$ cat src/rtl/traffic_phase_timer.sv
// Traffic-light phase sequencer: six-phase ring with a per-phase BCD countdown
// of seconds remaining, paced by a prescaler tick. Every output is a flop.
module traffic_phase_timer #(
  parameter int TICK_DIV   = 50_000_000,
  parameter int GREEN_SEC  = 25,
  parameter int YELLOW_SEC = 3,
  parameter int ALLRED_SEC = 2
) (
  input  logic       clk,
  input  logic       rst_n,
  input  logic       en,
  output logic [2:0] ns_lamp,
  output logic [2:0] ew_lamp,
  output logic [3:0] cnt_tens,
  output logic [3:0] cnt_ones,
  output logic       tick,
  output logic [2:0] dbg_phase
);

  typedef enum logic [2:0] {
    NS_GRN = 3'd0,
    NS_YEL = 3'd1,
    RED1   = 3'd2,
    EW_GRN = 3'd3,
    EW_YEL = 3'd4,
    RED2   = 3'd5
  } phase_t;

  localparam int PW = (TICK_DIV > 2) ? $clog2(TICK_DIV) : 1;
  localparam logic [PW-1:0] PRESC_LAST = PW'(TICK_DIV - 1);

  localparam logic [3:0] GRN_T = 4'(GREEN_SEC / 10);
  localparam logic [3:0] GRN_O = 4'(GREEN_SEC % 10);
  localparam logic [3:0] YEL_T = 4'(YELLOW_SEC / 10);
  localparam logic [3:0] YEL_O = 4'(YELLOW_SEC % 10);
  localparam logic [3:0] RED_T = 4'(ALLRED_SEC / 10);
  localparam logic [3:0] RED_O = 4'(ALLRED_SEC % 10);

  localparam logic [2:0] LAMP_R = 3'b100;
  localparam logic [2:0] LAMP_Y = 3'b010;
  localparam logic [2:0] LAMP_G = 3'b001;

  generate
    if (TICK_DIV < 2) begin : g_bad_div
      $error("traffic_phase_timer: TICK_DIV must be >= 2");
    end
    if (GREEN_SEC < 1 || GREEN_SEC > 99) begin : g_bad_green
      $error("traffic_phase_timer: GREEN_SEC must be 1..99");
    end
    if (YELLOW_SEC < 1 || YELLOW_SEC > 99) begin : g_bad_yellow
      $error("traffic_phase_timer: YELLOW_SEC must be 1..99");
    end
    if (ALLRED_SEC < 1 || ALLRED_SEC > 99) begin : g_bad_allred
      $error("traffic_phase_timer: ALLRED_SEC must be 1..99");
    end
  endgenerate

  phase_t        phase, phase_nx;
  logic [PW-1:0] presc, presc_nx;
  logic [3:0]    tens_nx, ones_nx;
  logic          tick_cond;
  logic [2:0]    ns_nx, ew_nx;

  function automatic phase_t ring_next(input phase_t p);
    case (p)
      NS_GRN:  ring_next = NS_YEL;
      NS_YEL:  ring_next = RED1;
      RED1:    ring_next = EW_GRN;
      EW_GRN:  ring_next = EW_YEL;
      EW_YEL:  ring_next = RED2;
      default: ring_next = NS_GRN;
    endcase
  endfunction

  // Length of a phase as {tens, ones} BCD.
  function automatic logic [7:0] phase_len(input phase_t p);
    case (p)
      NS_GRN, EW_GRN: phase_len = {GRN_T, GRN_O};
      NS_YEL, EW_YEL: phase_len = {YEL_T, YEL_O};
      default:        phase_len = {RED_T, RED_O};
    endcase
  endfunction

  assign tick_cond = en && (presc == PRESC_LAST);
  assign dbg_phase = phase;

  // State register
  always_ff @(posedge clk) begin
    if (!rst_n) begin
      phase    <= RED2;
      presc    <= '0;
      cnt_tens <= RED_T;
      cnt_ones <= RED_O;
      tick     <= 1'b0;
      ns_lamp  <= LAMP_R;
      ew_lamp  <= LAMP_R;
    end else begin
      phase    <= phase_nx;
      presc    <= presc_nx;
      cnt_tens <= tens_nx;
      cnt_ones <= ones_nx;
      tick     <= tick_cond;
      ns_lamp  <= ns_nx;
      ew_lamp  <= ew_nx;
    end
  end

  // Next-state logic: prescaler, BCD countdown and phase advance
  always_comb begin
    phase_nx = phase;
    presc_nx = presc;
    tens_nx  = cnt_tens;
    ones_nx  = cnt_ones;
    if (en) begin
      presc_nx = (presc == PRESC_LAST) ? '0 : presc + 1'b1;
    end
    if (tick_cond) begin
      if (cnt_tens == 4'd0 && cnt_ones == 4'd1) begin
        phase_nx           = ring_next(phase);
        {tens_nx, ones_nx} = phase_len(phase_nx);
      end else if (cnt_ones == 4'd0) begin
        ones_nx = 4'd9;
        tens_nx = cnt_tens - 4'd1;
      end else begin
        ones_nx = cnt_ones - 4'd1;
      end
    end
  end

  // Output logic: lamps decoded from the next phase so they register alongside it
  always_comb begin
    ns_nx = LAMP_R;
    ew_nx = LAMP_R;
    case (phase_nx)
      NS_GRN:  ns_nx = LAMP_G;
      NS_YEL:  ns_nx = LAMP_Y;
      EW_GRN:  ew_nx = LAMP_G;
      EW_YEL:  ew_nx = LAMP_Y;
      default: begin
        ns_nx = LAMP_R;
        ew_nx = LAMP_R;
      end
    endcase
  end

endmodule

$ cat config.mk
export PLATFORM = sky130hd
export DESIGN_NAME = traffic_phase_timer
export DESIGN_NICKNAME = d
export VERILOG_FILES = /design/src/rtl/traffic_phase_timer.sv
export SDC_FILE = /design/constraint.sdc
export NUM_CORES = 1
export LEC_CHECK = 0
export ABC_AREA = 1
export BUFFER_PORTS_ARGS = -buffer_cell sky130_fd_sc_hd__buf_2
export CORE_MARGIN = 2
export CORE_UTILIZATION = 26
export DETAILED_ROUTE_END_ITERATION = 16
export GPL_TIMING_DRIVEN = 0
export PLACE_DENSITY = 0.45
export SYNTH_ARGS = -nofsm -noshare
export SYNTH_HDL_FRONTEND = slang
export SYNTH_SLANG_ARGS = --single-unit
export TNS_END_PERCENT = 10
$ cat constraint.sdc
create_clock -name clk -period 1.5 [get_ports clk]
set_input_delay 0.3 -clock clk [delete_from_list [all_inputs] [get_ports clk]]
set_output_delay 0.3 -clock clk [all_outputs]
set_load 0.005 [all_outputs]
==> results of run 1 <==
## through the flow
| stage | power (W) | util | setup TNS (ps) |
|---|---|---|---|
| floorplan | 0.00125 | - | 0 |
| global placement | 0.00127 | 0.298 | -5350 |
| detailed placement | 0.00128 | 0.298 | -5620 |
| CTS | 0.00228 | 0.330 | -2680 |
| global route | 0.00233 | 0.342 | -5480 |
| finish | 0.00224 | 0.342 | -1600 |
## power groups by stage
stage / sequential, W / combinational, W / clock (W)
after global routing: 0.00118 / 0.0000964 / 0.00106
after detailed placement: 0.00121 / 0.0000667 / 0
after floorplan: 0.00121 / 0.0000463 / 0
after CTS: 0.00118 / 0.0000879 / 0.00101
after global placement: 0.00121 / 0.0000663 / 0
final: 0.00118 / 0.0000879 / 0.000979
## registers in the layout, indices dropped and copies added (netlist names)
| register | flops |
|---|---|
| tick | 1 |
| ns_lamp | 3 |
| cnt_tens | 4 |
| dbg_phase | 3 |
| cnt_ones | 4 |
| presc | 26 |
| ew_lamp | 3 |
## worst max path at each step
stage	from	end	slack, ps
after floorplan	cnt_tens[0]	ew_lamp[2]	20
after global placement	rst_n	cnt_ones[1]	-350
after detailed placement	rst_n	cnt_ones[1]	-350
after CTS	presc[0]	ew_lamp[2]	-170
after global routing	presc[22]	ew_lamp[2]	-240
final	presc[1]	ew_lamp[2]	-140
## synth_stat cells (2+ instances only)
library cell	n	share of area
nor2_1	48	0.077
a21oi_1	21	0.045
a31oi_1	2	0.0053
o21ai_0	13	0.028
xor2_1	4	0.015
nand2_4	2	0.0096
nor2_4	8	0.038
inv_2	8	0.013
a211oi_1	2	0.0064
dfxtp_1	44	0.38
nor3_1	10	0.021
ha_1	2	0.011
nand2_2	9	0.024
nand3_2	4	0.017
nor2_2	9	0.024
nand3_1	9	0.019
nand4_1	11	0.029
inv_1	37	0.059
nand2_1	72	0.12
## cell families (layout without fill, tap and decap cells)
| family | after synthesis | in the layout | share of synthesized area |
|---|---|---|---|
| compound gates | 44 | 44 | 0.104 |
| fa+ha+maj | 2 | 2 | 0.0107 |
| simple gates | 189 | 189 | 0.406 |
| xor+xnor | 5 | 5 | 0.0186 |
| buf+inv | 50 | 92 | 0.0852 |
| flops | 44 | 44 | 0.375 |
## area by class of cell
type / instances / area, um2 / share of cell area
well taps: 108 / 135 / 0.0453
plain buffers: 2 / 20.0 / 0.00671
multi-input cells: 240 / 1370 / 0.460
repair buffers: 34 / 235 / 0.0789
clock buffers: 6 / 82.6 / 0.0277
clock inverters: 2 / 38.8 / 0.0130
flip-flops and latches: 44 / 908 / 0.305
inverters: 48 / 190 / 0.0638
## what timing repair did
| action | in CTS | in global routing |
|---|---|---|
| cloned | 1 | 0 |
| resized for setup | 29 | 23 |
| setup endpoints to repair | 37 | 40 |
| pin swaps | 11 | 8 |
| setup buffers | 7 | 7 |
## routing by layer
layer / wire [um] / vias to the layer above / part of all wire / track usage
met4: 73 / 0 / 0.013 / 0.0348
li1: - / 1155 / - / -
met3: 162 / 6 / 0.029 / 0.0206
met5: 0 / - / 0 / 0
met2: 2590 / 29 / 0.46 / 0.187
met1: 2810 / 957 / 0.50 / 0.163
==> results.md, run 1 <==
* Status: finished, violations left
* Failing checks: setup timing
* Worst Clk Skew at 7.30 ps
* IO Pins at 21
* Worst r2r src: presc[1]
* Row cnt at 34
* Initial antenna violation count at 0
* H-tree Lvls at 2
* Synth Instances at 334
* Design area at 2980 um2
* Post-synthesis register bit count at 44
* Buf/Inv on CP at 2
* Req. time, crit path at about 1700 ps
* Final worst slack at -138 ps
* Port buffer count at 19
* Hold Path End: dbg_phase[0]
* Share of layout cells above drive strength 1 at 0.348
* Fill cell count at 943
* Pin count of the biggest net entering global routing at 15
* F_max at 0.611 GHz
* Starting density of the core at 0.269
* CP endpoint kind: register
* Dpl cells at 461
* Most common cell after layout, fill and taps aside: nand2_1
* Syn avg cell area at 7.03 um2
* Hold path cells at 2
* TritonCTS clock tree: done
* Worst reg2reg setup slack at -140 ps
* Nets at 380
* Hold Path Class: primary input to register
* Max rail drop VDD at 0.000324 V
* Startpoint Class: register
* WP data arrival at 1840 ps
* Worst-Skew Late Latency at around 300 ps
* Sequential power share at 0.524
* Pre-CTS setup slack at -354 ps
* Reg2Reg Capture Point: ew_lamp[2]
* Max incr delay on CP at approximately 380 ps
* Power per cell area at ~750 nW/um2
* Global Route Usage Sum at 0.118
* Drt first pass iters at 4
* RSZ-0062 raised after global routing: yes
* EDFF count, synth at 0
* Combinational Power Share at 0.039
* Max-slew violation count at 0
* Worst path most repeated cell: nand2_2
* Via count at 2,147
* Initial detailed-routing violation count at 63
* Max Cap Violations at 0
* CTS Hold Bufs at 0
* Area after DPL at 2600 um2
* Stages on worst setup path at 13
* Hold wc startpoint: rst_n
* Die area at just under 10,000 um2
* Slowest cell on crit path: dfxtp_4
* Area delta synth->final at 27.0%
* DP HPWL at 4090 um
* CP max FO at 4
* Mapped cell area at approximately 2300 um2
* Hold Vio Cnt, Final at 0
* Worst R2R Path Depth at 13
* Max_slew headroom at 0.717
* P_leak at 1.11 nW
* Clock Tree Buf Depth at 2
* Antenna diode count at 0
* Cell variety after synth at 38
* Via count of the first global-routing pass at 1,933
* Hold_ws at 325 ps
* Predominant post-synthesis flop cell: dfxtp_1
* Cell-by-cell trace of the critical path: ha_4 -> nand2_1 -> nor2_1 -> nand2_1 -> nor2_4 -> buf_6 -> nand3_4 -> nand2_2 -> nand2_2 -> inv_2 -> nand2_2 -> nor2_4 -> nor2_2
* GP Congestion at 0.837
* Drt via density at ~4.4
* Clk network pwr share at 0.436
* Total CTS buffers at 5
* First-pass GRT wire length at about 9400 um
* Die Ht at 99.0 um
* Detailed-route wire length at 5640 um
* DRC viols at 0
* Crit path kind: register to register
* Clock-pin transition on the worst setup and hold timing paths at 80 ps
* Sink Count at 44
* Crit share post-route at 1.09
* Wirelength per Cell at 11.6 um
* Post-route ant nets at 0
* Final setup fails at 23
* FFs w/ async S/R, synth at 0
* Grt ovf at 0
* Internal Power at 0.00175 W
* Sw Pwr at 0.000495 W
* Post-Layout Cell Count at roughly 480
* Die Width at 99.0 um
* Switch share at 0.220
* Seq/Total Area, Yosys at 0.375
* Net Count, Synth at 339
* Synth warn at 0
* Final Critical Period at 1640 ps
* Clock root buffer: clkbuf_8
* Tightest Pin Transition at 422 ps
* Core area at 8720 um2
* Cell family with most CP delay: simple AND/OR/NAND/NOR gates
* Commonest cells after routing, fill and taps aside: 64 x nand2_1, 43 x nor2_1, 34 x inv_1
Power figures use the tool's default switching activity.
==> inputs of run 2 (changes only) <==
Settings changed: CORE_UTILIZATION 26 to 45, PLACE_DENSITY 0.45 to 0.68.
==> results.md, run 2 (synthesis results as in run 1) <==
* WP data arrival at 1950 ps (+110 ps)
* Final setup fails at 37 (+61%)
* Drt first pass iters at 4 (unchanged)
* Most common cell after layout, fill and taps aside: nand2_1
* First-pass GRT wire length at 9470 um (+1.3%)
* Max rail drop VDD at 0.000439 V (+35%)
* Power per cell area at 694 nW/um2 (-7.7%)
* TritonCTS clock tree: done
* Hold wc startpoint: rst_n
* Pre-CTS setup slack at -268 ps (+86.4 ps)
* Pwr Total at 0.00207 W (-7.9%)
* Nets at 383 (+0.79%)
* Clock root buffer: clkbuf_8
* Area after DPL at 2550 um2 (-1.8%)
* Die Width at 76.2 um (-23%)
* Hold Vio Cnt, Final at 0 (unchanged)
* Post-Layout Cell Count at 449 (-7.2%)
* Largest reg by FF count: presc
* Worst R2R Path Depth at 13 (unchanged)
* Startpoint Class: register
* Initial antenna violation count at 0 (unchanged)
* Req. time, crit path at 1710 ps (about the same)
* Reg2Reg Capture Point: ew_lamp[2]
* Wirelength per Cell at 12.6 um (+8.5%)
* Final worst slack at -242 ps (-104 ps)
* Starting density of the core at 0.463 (+0.193)
* Global Route Usage Sum at 0.199 (+0.0815)
* Dpl cells at 423 (-8.2%)
* Worst reg2reg setup slack at -240 ps (-100 ps)
* Pin count of the biggest net entering global routing at 16 (+1)
* CP Capture Point: ew_lamp[2]
* Design area at 2970 um2 (-0.25%)
* CP max FO at 4 (unchanged)
* F_max at 0.574 GHz (-6.0%)
* Crit share post-route at 1.16 (+0.0696)
* Grt ovf at 0 (unchanged)
* Failing checks: setup timing
* Area delta synth->final at 26.6%
* CP endpoint kind: register
* Tightest Pin Transition at 422 ps (+0.0507 ps)
* Initial detailed-routing violation count at 85 (+35%)
* Via count at 2,238 (+4.2%)
* Max_slew headroom at 0.717 (about the same)
* Antenna diode count at 0 (unchanged)
* Max Cap Violations at 0 (unchanged)
* Fill cell count at 492 (-48%)
* DRC viols at 0 (unchanged)
* CTS Hold Bufs at 0 (unchanged)
* Worst-Skew Late Latency at 300 ps (about the same)
* Final Critical Period at 1740 ps (+104 ps)
* Critical path launch point: presc[1]
* Row cnt at 26 (-24%)
* Port buffer count at 19 (unchanged)
* Worst Clk Skew at 5.63 ps (-1.67 ps)
* P_leak at 1.13 nW (+1.8%)
* RSZ-0062 raised after global routing: yes
* Worst r2r src: presc[1]
* Core area at 5070 um2 (-42%)
* H-tree Lvls at 2 (unchanged)
* Drt via density at 4.98 (+12%)
* Sink Count at 44 (unchanged)
* Via count of the first global-routing pass at 2,160 (+12%)
* Biggest regs: presc x26, cnt_ones x4, cnt_tens x4
* GP Congestion at 0.812 (-3.0%)
* Crit path kind: register to register
* Post-route ant nets at 0 (unchanged)
* Detailed-route wire length at 5670 um (+0.62%)
* DP HPWL at 3710 um (-9.1%)
* Max-slew violation count at 0 (unchanged)
* Die Ht at 76.2 um (-23%)
* Hold Path Class: primary input to register
* Clock Tree Buf Depth at 2 (unchanged)
* Max reg flops at 26 (unchanged)
* IO Pins at 21 (unchanged)
* Share of layout cells above drive strength 1 at 0.367 (+0.0184)
* Commonest cells after routing, fill and taps aside: 62 x nand2_1, 41 x nor2_1, 33 x inv_1, 33 x dfxtp_1, 20 x buf_2
* Die area at 5810 um2 (-41%)
* Status: finished, violations left
* Clock-pin transition on the worst setup and hold timing paths at 90 ps (about the same)
* Total CTS buffers at 5 (unchanged)
-- run 2: changes by cell type in the layout (fill, tap and decap cells not counted), moves of 2 or more --
cell and delta:
nand2_2 -2, clkinvlp_4 +2, dfxtp_2 -2, dfxtp_1 +3, o21ai_2 +3, nand2_4 +4, nor2_1 -2, nor2_4 +2
nand2_1 -2, o21ai_1 -2
-- run 2: power breakdown --
part	internal [W]	switching (W)	leakage (nW)
Combinational	0.0000472	0.0000605	0.732
Clock	0.000330	0.000452	0.0404
Sequential	0.00117	0.00000661	0.361
-- run 2: worst min path at each step --
stage,cells past startpoint,slack [ps],end
after floorplan,2,430,presc[15]
after global placement,2,460,presc[15]
after detailed placement,2,460,presc[15]
after CTS,2,310,ns_lamp[2]
after global routing,2,340,dbg_phase[2]
final,2,330,dbg_phase[2]
-- run 2: cell type report --
cell class	count	area, um2	share of cell area
multi-input cells	241	1430	0.480
flip-flops and latches	44	902	0.303
repair buffers	36	254	0.0854
inverters	48	190	0.0639
well taps	70	87.6	0.0294
clock buffers	5	68.8	0.0231
clock inverters	3	23.8	0.00799
plain buffers	2	20.0	0.00673
-- run 2: timing repair --
action                                  CTS  global route
pin swaps                                13             9
setup buffers                            15             1
cloned                                    1             1
endpoints found under the setup margin   34            41
resized for setup                        35            29
-- run 2: layer usage --
layer	share of wire	GRT usage	vias to the layer above
li1	-	-	1155
met1	0.45	0.242	1024
met2	0.48	0.336	44
met3	0.040	0.0379	15
met4	0.028	0.0982	0
met5	0	0	-
-- run 2: stage by stage --
step	setup TNS, ps	utilization	hold WS, ps
6_report	-3740	0.586	328
5_1_grt	-7260	0.586	337
4_1_cts	-1630	0.566	313
3_5_place_dp	-3880	0.503	460
3_3_place_gp	-3690	0.503	455
2_1_floorplan	0	-	434
-- run 2: critical path: stages (launching register included) --
cell and delay [ps]:
dfxtp_4 380, ha_4 170, nand2_4 60, nor2_4 140, nand2_2 80, nor2_4 160
buf_6 130, nand3_4 90, nand2_2 80, nand2_2 60, inv_2 90, nand2_4 70
nor2_4 90, nor2_2 40
==> inputs of run 3 (changes only) <==
Settings changed: CORE_UTILIZATION 45 to 48, PLACE_DENSITY 0.68 to 0.71.
==> results.md, run 3 (synthesis results as in run 1) <==
* Fill cell count at 441 (-10%)
* Drt via density at 4.94 (-0.98%)
* CTS Hold Bufs at 0 (unchanged)
* Die Width at 73.9 um (-3.0%)
* Design area at 2850 um2 (-4.2%)
* Pin count of the biggest net entering global routing at 15 (-1)
* Reg2Reg Capture Point: ew_lamp[2]
* Initial antenna violation count at 0 (unchanged)
* Via count at 2,152 (-3.8%)
* DP HPWL at 3580 um (-3.6%)
* Max Cap Violations at 0 (unchanged)
* Drt first pass iters at 4 (unchanged)
* Sw Pwr at 0.000466 W (-10%)
* Startpoint Class: register
* Buf/Inv on CP at 0 (-2)
* Worst R2R Path Depth at 10 (-3)
* Clk network pwr share at 0.387 (+0.008)
* Clock Tree Buf Depth at 2 (unchanged)
* Most common cell after layout, fill and taps aside: nand2_1
* H-tree Lvls at 2 (unchanged)
* Final worst slack at -112 ps (+130 ps)
* Clock-pin transition on the worst setup and hold timing paths at 80 ps (about the same)
* Wirelength per Cell at 11.4 um (-9.5%)
* Area delta synth->final at 21.4%
* CP endpoint kind: register
* P_leak at 1.07 nW (-5.9%)
* Sink Count at 44 (unchanged)
* Final setup fails at 25 (-32%)
* Max_slew headroom at 0.729 (+0.0119)
* Nets at 373 (-2.6%)
* Global Route Usage Sum at 0.195 (-0.00403)
* Hold Path Class: primary input to register
* Max-slew violation count at 0 (unchanged)
* Slowest cell on crit path: dfxtp_4
* Port buffer count at 19 (unchanged)
* Commonest cells after routing, fill and taps aside: 63 x nand2_1, 44 x nor2_1, 33 x inv_1
* Internal Power at 0.00157 W (+1.2%)
* Cell family with most CP delay: simple AND/OR/NAND/NOR gates
* Worst r2r src: presc[0]
* Switch share at 0.229 (-0.0218)
* Grt ovf at 0 (unchanged)
* Detailed-route wire length at 4990 um (-12%)
* RSZ-0062 raised after global routing: yes
* WP data arrival at 1820 ps (-130 ps)
* IO Pins at 21 (unchanged)
* Failing checks: setup timing
* Status: finished, violations left
* Worst reg2reg setup slack at -110 ps (+130 ps)
* Antenna diode count at 0 (unchanged)
* Area after DPL at 2550 um2 (-0.15%)
* Hold_ws at 321 ps (-6.34 ps)
* Worst Clk Skew at 6.41 ps (+0.781 ps)
* Multi-input combinational cell area at 1390 um2 (-2.6%)
* Post-route ant nets at 0 (unchanged)
* Final Critical Period at 1610 ps (-130 ps)
* Hold Vio Cnt, Final at 0 (unchanged)
* Max rail drop VDD at 0.000386 V (-12%)
* Initial detailed-routing violation count at 77 (-9.4%)
* Worst-Skew Late Latency at 300 ps (about the same)
* Power per cell area at 713 nW/um2 (+2.7%)
* Starting density of the core at 0.497 (+0.0344)
* Cell-by-cell trace of the critical path: ha_4 -> nand2_2 -> nor2_1 -> nand2_1 -> nor2_4 -> nand4_1 -> nand2_4 -> nand2_2 -> nor2_4 -> nor2_2
* Max incr delay on CP at 370 ps (about the same)
* Hold Path End: ns_lamp[2]
* TritonCTS clock tree: done
* Core area at 4720 um2 (-6.9%)
* CP max FO at 5 (+1)
* Die area at 5470 um2 (-5.9%)
* Hold wc startpoint: rst_n
* GP Congestion at 0.814 (+0.23%)
* Via count of the first global-routing pass at 1,924 (-11%)
* Req. time, crit path at 1710 ps (about the same)
* Share of layout cells above drive strength 1 at 0.333 (-0.0334)
* Largest reg by FF count: presc
* Sequential power share at 0.578 (+0.009)
* Hold path cells at 2 (unchanged)
* Crit path kind: register to register
* Biggest regs: presc x26, cnt_ones x4, cnt_tens x4
* DRC viols at 0 (unchanged)
* Clock root buffer: clkbuf_8
* Crit share post-route at 1.07 (-0.0868)
* Combinational Power Share at 0.036 (-0.016)
* Area occupied by registers at 911 um2 (+0.97%)
* Tightest Pin Transition at 404 ps (-17.8 ps)
* Setup TNS at -1230 ps (+2510 ps)
* Max reg flops at 26 (unchanged)
* Die Ht at 73.9 um (-3.0%)
* F_max at 0.620 GHz (+8.1%)
* Total CTS buffers at 5 (unchanged)
* Row cnt at 25 (-3.8%)
* First-pass GRT wire length at 8290 um (-12%)
run 3: changes by cell type in the layout (fill, tap and decap cells not counted), sizes merged:
cell	change
buf	-9
nor2	-1
clkbuf	+1
clkinv	-1
run 3: worst max-delay path by stage:
| stage | startpoint | endpoint | slack, ps | depth (start not counted) |
|---|---|---|---|---|
| 6_report | presc[0] | ew_lamp[2] | -110 | 10 |
| 3_3_place_gp | rst_n | cnt_ones[1] | -280 | 7 |
| 5_1_grt | presc[0] | presc[20] | -220 | 10 |
| 4_1_cts | presc[0] | ew_lamp[2] | -130 | 12 |
| 2_1_floorplan | cnt_tens[0] | ew_lamp[2] | 20 | 11 |
| 3_5_place_dp | rst_n | cnt_ones[1] | -270 | 7 |
run 3: cell type report:
type                       instances  area share
clock inverter                     2     0.00527
inverter                          48      0.0676
clock buffer                       6      0.0290
timing repair buffer              27      0.0544
tap                               67      0.0294
sequential                        44       0.320
buffer                             2     0.00702
multi-input combinational        240       0.488
run 3: power by group through the flow:
stage / clock, W / sequential, W / combinational [W]
floorplan: 0 / 0.00121 / 0.0000463
global placement: 0 / 0.00121 / 0.0000635
detailed placement: 0 / 0.00121 / 0.0000640
CTS: 0.000805 / 0.00118 / 0.0000706
global route: 0.000847 / 0.00118 / 0.0000820
finish: 0.000786 / 0.00117 / 0.0000722
run 3: per-stage QoR:
| stage | power, W | std cells | setup WS, ps | util |
|---|---|---|---|---|
| 6_report | 0.00203 | 436 | -112 | 0.603 |
| 5_1_grt | 0.00210 | 436 | -221 | 0.603 |
| 4_1_cts | 0.00206 | 432 | -130 | 0.577 |
| 3_5_place_dp | 0.00127 | 420 | -273 | 0.539 |
| 3_3_place_gp | 0.00127 | 420 | -278 | 0.539 |
| 2_1_floorplan | 0.00125 | 334 | 22.3 | - |
run 3: repair_timing:
| item | 4_1_cts | 5_1_grt |
|---|---|---|
| pin swaps | 9 | 12 |
| buffers inserted | 4 | 4 |
| resized for setup | 18 | 36 |
| setup endpoints to repair | 32 | 41 |
run 3: metal layers:
metal / track usage / share of wire / up-vias / wire length, um
met3: 0.0447 / 0.033 / 5 / 166
met5: 0 / 0 / - / 0
met1: 0.261 / 0.48 / 967 / 2400
met4: 0.0626 / 0.010 / 0 / 51
met2: 0.313 / 0.48 / 31 / 2370
li1: - / - / 1149 / -
run 3: worst reg2reg max path, stage by stage (launching register included):
cell and delay (ps):
dfxtp_4 370, ha_4 160, nand2_2 40, nor2_1 80, nand2_1 90, nor2_4 190, nand4_1 190, nand2_4 130
nand2_2 80, nor2_4 130, nor2_2 40
